--- src/rtl/ram_arbiter.sv ---
// Arbiter sharing one single-port RAM between the CPU control path and the program loader.
// CPU has priority, a starvation counter guarantees the loader a slot, and a lock gives the loader exclusive bursts.
module ram_arbiter #(
   parameter int DATA_WIDTH = 8,
   parameter int MAX_WAIT   = 4
) (
   input  logic                  i_clk,
   input  logic                  i_rst_n,
   input  logic                  i_cpu_req,
   input  logic                  i_cpu_we,
   input  logic                  i_cpu_jmp,
   input  logic [DATA_WIDTH-1:0] i_cpu_addr,
   input  logic [DATA_WIDTH-1:0] i_cpu_wdata,
   output logic                  o_cpu_gnt,
   output logic                  o_cpu_rvalid,
   output logic [DATA_WIDTH-1:0] o_cpu_rdata,
   input  logic                  i_ld_req,
   input  logic                  i_ld_we,
   input  logic                  i_ld_lock,
   input  logic [DATA_WIDTH-1:0] i_ld_addr,
   input  logic [DATA_WIDTH-1:0] i_ld_wdata,
   output logic                  o_ld_gnt,
   output logic                  o_ld_rvalid,
   output logic [DATA_WIDTH-1:0] o_ld_rdata,
   output logic                  o_ram_we,
   output logic                  o_ram_jmp,
   output logic [DATA_WIDTH-1:0] o_ram_addr,
   output logic [DATA_WIDTH-1:0] o_ram_wdata,
   input  logic [DATA_WIDTH-1:0] i_ram_rdata
);

   typedef enum logic {
      ARB    = 1'b0,
      LOCKED = 1'b1
   } state_t;

   localparam logic [3:0] WAIT_LIMIT = 4'(MAX_WAIT);

   state_t                state_q, state_d;
   logic [3:0]            wait_cnt_q, wait_cnt_d;
   logic                  cpu_gnt, ld_gnt;
   logic                  cpu_rvalid_q, cpu_rvalid_d;
   logic                  ld_rvalid_q, ld_rvalid_d;
   logic [DATA_WIDTH-1:0] cpu_rdata_q, cpu_rdata_d;
   logic [DATA_WIDTH-1:0] ld_rdata_q, ld_rdata_d;

   // Grants are gated by reset so nothing reaches the RAM while reset is asserted.
   always_comb begin
      cpu_gnt    = 1'b0;
      ld_gnt     = 1'b0;
      state_d    = state_q;
      wait_cnt_d = wait_cnt_q;
      if (i_rst_n) begin
         case (state_q)
            ARB: begin
               if (i_ld_req && (!i_cpu_req || wait_cnt_q == WAIT_LIMIT)) begin
                  ld_gnt = 1'b1;
               end else begin
                  cpu_gnt = i_cpu_req;
               end
               if (ld_gnt && i_ld_lock) begin
                  state_d = LOCKED;
               end
            end
            LOCKED: begin
               ld_gnt = i_ld_req;
               if (!i_ld_req || !i_ld_lock) begin
                  state_d = ARB;
               end
            end
            default: state_d = ARB;
         endcase
         if (!i_ld_req || ld_gnt) begin
            wait_cnt_d = 4'd0;
         end else if (state_q == ARB && wait_cnt_q < WAIT_LIMIT) begin
            wait_cnt_d = wait_cnt_q + 4'd1;
         end
      end
   end

   always_comb begin
      o_ram_we    = 1'b0;
      o_ram_jmp   = 1'b0;
      o_ram_addr  = '0;
      o_ram_wdata = '0;
      if (cpu_gnt) begin
         o_ram_we    = i_cpu_we;
         o_ram_jmp   = i_cpu_jmp & ~i_cpu_we;
         o_ram_addr  = i_cpu_addr;
         o_ram_wdata = i_cpu_wdata;
      end else if (ld_gnt) begin
         o_ram_we    = i_ld_we;
         o_ram_addr  = i_ld_addr;
         o_ram_wdata = i_ld_wdata;
      end
   end

   // Read data is captured at the grant edge and held until that requester's next read.
   always_comb begin
      cpu_rvalid_d = cpu_gnt & ~i_cpu_we;
      ld_rvalid_d  = ld_gnt & ~i_ld_we;
      cpu_rdata_d  = cpu_rvalid_d ? i_ram_rdata : cpu_rdata_q;
      ld_rdata_d   = ld_rvalid_d ? i_ram_rdata : ld_rdata_q;
   end

   always_ff @(posedge i_clk or negedge i_rst_n) begin
      if (!i_rst_n) begin
         state_q      <= ARB;
         wait_cnt_q   <= 4'd0;
         cpu_rvalid_q <= 1'b0;
         ld_rvalid_q  <= 1'b0;
         cpu_rdata_q  <= '0;
         ld_rdata_q   <= '0;
      end else begin
         state_q      <= state_d;
         wait_cnt_q   <= wait_cnt_d;
         cpu_rvalid_q <= cpu_rvalid_d;
         ld_rvalid_q  <= ld_rvalid_d;
         cpu_rdata_q  <= cpu_rdata_d;
         ld_rdata_q   <= ld_rdata_d;
      end
   end

   assign o_cpu_gnt    = cpu_gnt;
   assign o_ld_gnt     = ld_gnt;
   assign o_cpu_rvalid = cpu_rvalid_q;
   assign o_ld_rvalid  = ld_rvalid_q;
   assign o_cpu_rdata  = cpu_rdata_q;
   assign o_ld_rdata   = ld_rdata_q;

endmodule

--- config.mk ---
export PLATFORM = sky130hd
export DESIGN_NAME = ram_arbiter
export DESIGN_NICKNAME = d
export VERILOG_FILES = /design/src/rtl/ram_arbiter.sv
export SDC_FILE = /design/constraint.sdc
export NUM_CORES = 1
export LEC_CHECK = 0
export ABC_CLOCK_PERIOD_IN_PS = 3050
export CAP_MARGIN = 30
export CORE_MARGIN = 2
export CORE_UTILIZATION = 38
export CTS_CLUSTER_DIAMETER = 60
export DETAILED_ROUTE_END_ITERATION = 16
export PLACE_DENSITY = 0.83
export SLEW_MARGIN = 20
export SYNTH_ARGS = -nofsm -noshare
export SYNTH_HDL_FRONTEND = slang
export SYNTH_SLANG_ARGS = --single-unit
--- constraint.sdc ---
create_clock -name i_clk -period 3.05 [get_ports i_clk]
set_input_delay 0.4575 -clock i_clk [delete_from_list [all_inputs] [get_ports i_clk]]
set_output_delay 0.4575 -clock i_clk [all_outputs]
set_load 0.02 [all_outputs]
**Word level (Yosys, flattened, before mapping)**

Cells that the tools add are included.

- Memories: 0
- Output and inout port bits: 38
- Bits in read-only memories: 0
- Input bits: 48
- RAM bits: 0
- Word-level logic and storage cells: 47
- Register bits: 23
- Bits in latches: 0

- Multipliers: 0
- Reduce and logical (&&, ||, !) cells: 11
- Bitwise logic cells: 6
- Equal/unequal tests: 1
- Divide/modulo/power cells: 0
- Shifts and indexed selects: 0
- Add/sub/neg operators: 1
- Magnitude comparators: 1
- Muxes and demuxes: 21

Operators with widths:

| kind | number |
|---|---|
| 2-to-1 mux 8 bit | 4 |
| 2-to-1 mux 1 bit | 13 |
| 2-to-1 mux 4 bit | 2 |
| adder 4 x 1 -> 4 bit, second input constant | 1 |
| == test 4 x 3 -> 1 bit, second input constant | 1 |
| less-than comparator 4 x 3 -> 1 bit, second input constant | 1 |
| case mux 1 bit (2 select lines) | 2 |
| bitwise AND 1 bit | 3 |
| logical AND 1 bit | 3 |
| logical NOT 1 bit | 3 |
| logical OR 1 bit | 3 |
| inverter 1 bit | 3 |
| AND reduction 2 bit | 1 |
| nonzero test 2 bit | 1 |

**Logic depth before layout (Yosys ltp)**

- Depth in word-level cells: 11
- Mapped depth: 8
- Depth with buffers taken out: 6

**Least setup slack after synthesis**

Ideal clock, no wire load.

- Kind: reg2out
- Start: register wait_cnt_q[0]
- End: output port o_ram_addr[0]
- Arrival time: 1.566 ns
- Required time: 2.592 ns
- Stages on the path, launching flop included: 9
- Buffers on the path: 2
- Setup slack: 1.027 ns
- Path through: dfrtp_1 inv_1 ha_1 nand3b_1 a21oi_1 buf_2 buf_4 a22oi_1 nor2b_1

- Word-level cells in the longest chain between the ends: 11
- Elaborated cells on any way between the ends: 14
- Those cells by class: eq/ne (1); mux (11); reduce/logical (2)

RTL lines:

| item | RTL line | text |
|---|---|---|
| start, declared | 40 | `logic [3:0] wait_cnt_q, wait_cnt_d;` |
| start signal, assigned | 116 | `wait_cnt_q <= wait_cnt_d;` |
| == test 4 x 3 -> 1 bit * | 56 | `if (i_ld_req && (!i_cpu_req \|\| wait_cnt_q == WAIT_LIMIT)) begin` |
| logical OR 1 bit * | 56 |  |
| logical AND 1 bit * | 56 |  |
| 2-to-1 mux 1 bit | 56 |  |
| 2-to-1 mux 1 bit | 54 | `case (state_q)` |
| 2-to-1 mux 1 bit | 53 | `if (i_rst_n) begin` |
| case mux 1 bit (2 select lines) | 54 |  |
| 2-to-1 mux 1 bit (2 in series) | 53 |  |
| 2-to-1 mux 8 bit | 91 | `end else if (ld_gnt) begin` |
| 2-to-1 mux 8 bit * | 86 | `if (cpu_gnt) begin` |
| end, declared | 27 | `output logic [DATA_WIDTH-1:0] o_ram_addr,` |

Every way passes the cells marked *; elsewhere a longest branch is shown, timed or not. The select of a mux whose other input is x is not followed.

**Final worst setup path**

- Start: register wait_cnt_q[1]
- End: output port o_ram_addr[7]

Same word-level chain as after synthesis.

==> reports/results.txt <==
The worst pin sits at a relative slew slack of 62.0%. Remaining number of nets flagged by the antenna check after routing: 0. The type of the tightest min-delay check was primary input to asynchronous set/reset pin.

The average instance in the mapped netlist occupies 11.4 um^2. The run gives 0.00955 ns as the worst clock skew. Once the clock tree was built, the setup fixing pass inserted 0 buffers. For this run, the total global-route usage over all layers was measured as 18.2%. The maximum number of pins on one net before global-route repair was 33; the switching share of total power was 31.5%. The share of synthesized area in the top cell type comes to 45.4%. For this configuration, the core starts out at a cell density of 40.9%. Die span in x: 61.8 um. The tools report the clock tree root driver cell as sky130_fd_sc_hd__clkbuf_4. The internal power contribution is 652 uW. The floorplan step set the die height to 61.8 um. The run gives 0.31 ns as the insertion delay to the later sink of the worst-skew pair. The first global-routing pass estimated 5200 um of wire.

For the pin with the worst max-slew slack, the measured transition is 0.562 ns. The reg-to-reg setup timing slack is 0.89 ns, and the clock power share is 14.5%. The area growth from synthesis to layout is 72.8%. The analysis attributes to cell leakage a power of 0.000930 uW. The largest single stage delay on the critical path is 0.63 ns. The Yosys step of the flow raised 0 warnings.

Per report_power, the combinational group accounts for 44.8% of the total. The number of slew-limit violations in the final report came out at 0. Count of maximum capacitance violations: 0. The routed layout has 1180 vias.

For this design the total switching power over the nets is 300 uW. In the final layout, the share of cells above drive strength 1 is 14.6%. For the worst flop-to-flop path, the logic depth is 7. The logs give 1 for the number of H-tree branching levels and 286 uV for the worst vdd rail ir drop.

In the routed layout, each cell is associated on average with a via count of 4.88. The post-synthesis instance total is 111. The critical path startpoint category is a flop. The reg-to-reg critical path startpoint is wait_cnt_q[1]. In this run the deepest clock path goes through 2 buffers. Count of port buffers added during placement: 85. The logs give 0 for the number of antenna violations at the first check in global routing and 249 for the net total in the final layout. The total overflow left after global routing is 0. The flow ran to the end, and the final reports show no timing, DRC or antenna violations. The most frequently used cell type in the post-synthesis netlist is sky130_fd_sc_hd__dfrtp_1.

Counting flops with a built-in enable in the synthesized netlist gives 0. The final period demand of the worst path is 2.81 ns, and the routed wire length is 3680 um. The tools report the required time reported for the critical path endpoint as 2.59 ns. The critical path goes through inv_1 > ha_1 > nand3b_1 > a21oi_1 > buf_4 > a22oi_1 > nor2b_1 > clkdlybuf4s50_1. The total area inside the core boundary comes to 3100 um^2. The library cell contributing the largest single delay on the critical path was sky130_fd_sc_hd__clkdlybuf4s50_1.

The number of antenna diodes in the final layout is 0. The kind of critical path was flop to output port. Total negative slack for setup checks: 0 ns. The logs give 2.36 ns for the arrival time at the worst endpoint and 20 for the number of cell rows.

Setup repair after global routing left no endpoint under its margin. The run gives 244 as the count of filler cells inserted in the layout. The worst setup path is captured at an output port. The die covers 3820 um^2. In this run the count of I/O pins placed on the die edge is 86. The run gives 46 as the number of DRC violations after detailed-routing iteration 0. For this run, the leading register cell type out of synthesis is sky130_fd_sc_hd__dfrtp_1. The number of hold violations in the final report was 0.

The run gives 25 as the distinct cell type count after synthesis. The logs give 0.691 for the placer congestion estimate and 0 for the total DRC errors in the routed layout. Sequential cells were found to cover 45.4% of the synthesized design area. Before antenna repair, the detailed router went through 4 iterations. By count the netlist is led by 23 x sky130_fd_sc_hd__dfrtp_1, 17 x sky130_fd_sc_hd__a22oi_1, 17 x sky130_fd_sc_hd__nor2b_1. The post-cts repair resize count was 0.

The logs give 23 for the number of clock sinks and 1270 um^2 for the post-synthesis instance area. The routed length per placed instance was 15.2 um; the proportion of register bits with asynchronous set or reset after synthesis was 100%. After routing the design area is 2190 um^2. The total power divided by cell area came out at 434 nW/um^2. After clock tree synthesis, the clock-pin slew on the worst setup and hold paths is 0.13 ns. The count of final setup violators was 0; the upper clock frequency limit was 355 MHz. In this run the critical register-to-register path is captured at o_ld_rdata[5]. Along the worst path, the maximum fanout reaches 20.

Of the total power, registers draw 40.7%. The number of hold-repair buffers added at the cts stage came out at 0. Of all cell types, the one taking the most synthesized area is sky130_fd_sc_hd__dfrtp_1. By area the synthesized netlist is led by sky130_fd_sc_hd__dfrtp_1 45%, sky130_fd_sc_hd__a22oi_1 10%, sky130_fd_sc_hd__mux2_4 9.5%. The total CTS buffers was 3. After synthesis the netlist holds a flip-flop and latch count of 23.

TritonCTS built the clock tree. Dividing the final minimum period by the clock period gives 92.3%. For the detailed-placement wirelength estimate, the log shows 3010 um.

After detailed placement, the total cell area comes to 2160 um^2. The via count of the first global-routing pass is 1159, and the synthesized net count is 161.
==> state kept, by name, summed over array words and instances (netlist names) <==
name and flops:
state_q 1, o_ld_rdata 8, wait_cnt_q 4, o_cpu_rdata 8, o_cpu_rvalid 1, o_ld_rvalid 1
==> cell usage in the layout (no fill, tap or decap), types with 2 or more instances in the layout <==
cell type                         instances
sky130_fd_sc_hd__clkdlybuf4s50_1         85
sky130_fd_sc_hd__dfrtp_1                 23
sky130_fd_sc_hd__a22oi_1                 17
sky130_fd_sc_hd__nor2b_1                 17
sky130_fd_sc_hd__mux2_2                   9
sky130_fd_sc_hd__mux2_4                   8
sky130_fd_sc_hd__inv_1                    7
sky130_fd_sc_hd__buf_4                    6
sky130_fd_sc_hd__o21ai_0                  3
sky130_fd_sc_hd__clkbuf_4                 3
sky130_fd_sc_hd__and2_1                   2
sky130_fd_sc_hd__a21oi_1                  2
sky130_fd_sc_hd__nor2_1                   2
sky130_fd_sc_hd__a22o_1                   2
sky130_fd_sc_hd__ha_1                     2
==> final cells by class <==
type / instances / area [um^2] / share of cell area [%]
Multi-Input combinational cell: 73 / 612 / 27.9
Sequential cell: 23 / 576 / 26.3
Clock inverter: 1 / 5.00 / 0.228
Tap cell: 44 / 55.1 / 2.51
Clock buffer: 3 / 22.5 / 1.03
Inverter: 7 / 26.3 / 1.20
Timing Repair Buffer: 91 / 896 / 40.9
==> critical path, delay by kind of cell, from the launching register on <==
kind | cells | cell delay, ns
compound gates | 2 | 0.27
simple gates | 2 | 0.23
buf+inv | 3 | 0.96
flops | 1 | 0.43
fa+ha+maj | 1 | 0.15
==> metal layers <==
| metal | GRT usage [%] | part of all wire, % |
|---|---|---|
| met5 | 0 | 0 |
| met4 | 3.65 | 0.60 |
| met1 | 21.1 | 38 |
| met3 | 3.31 | 1.8 |
| met2 | 34.7 | 59 |
==> worst max path at each step <==
| stage | start | to | slack [ns] | cells past startpoint |
|---|---|---|---|---|
| after CTS | wait_cnt_q[1] | o_ram_addr[4] | 0.22 | 8 |
| after detailed placement | i_cpu_req | o_ram_addr[4] | 0.25 | 7 |
| after global routing | wait_cnt_q[1] | o_ram_we | 0.06 | 8 |
| final | wait_cnt_q[1] | o_ram_addr[7] | 0.24 | 8 |
| after global placement | i_cpu_req | o_ram_addr[3] | 0.32 | 7 |
| after floorplan | wait_cnt_q[0] | o_ram_addr[0] | 1.03 | 8 |
==> per-stage QoR <==
step	worst slack [ns]	total power [uW]	instances	util, %	hold WS [ns]
CTS	0.220	960	242	70.6	0.487
floorplan	1.03	592	111	-	0.162
global placement	0.323	811	238	69.8	0.489
global route	0.0642	1000	242	70.6	0.501
detailed placement	0.254	821	238	69.8	0.496
finish	0.235	952	242	70.6	0.484
==> cells by family (layout without fill, tap and decap cells) <==
kind of cell	count (synthesis)	count (layout)	synth area share [%]
AND/OR/NAND/NOR	28	28	14.2
AO/OA/AOI/OAI	26	26	14.6
flip-flops	23	23	45.4
multiplexers	17	17	17.5
buffers and inverters	15	102	6.41
adder cells (fa/ha/maj)	2	2	1.97
==> power by group through the flow <==
stage | sequential [uW] | combinational (uW) | clock, uW
after global routing | 394 | 449 | 160
after floorplan | 455 | 138 | 0
after global placement | 391 | 420 | 0
after detailed placement | 394 | 427 | 0
final | 388 | 426 | 138
after CTS | 388 | 430 | 142
Power figures use the tool's default switching activity.
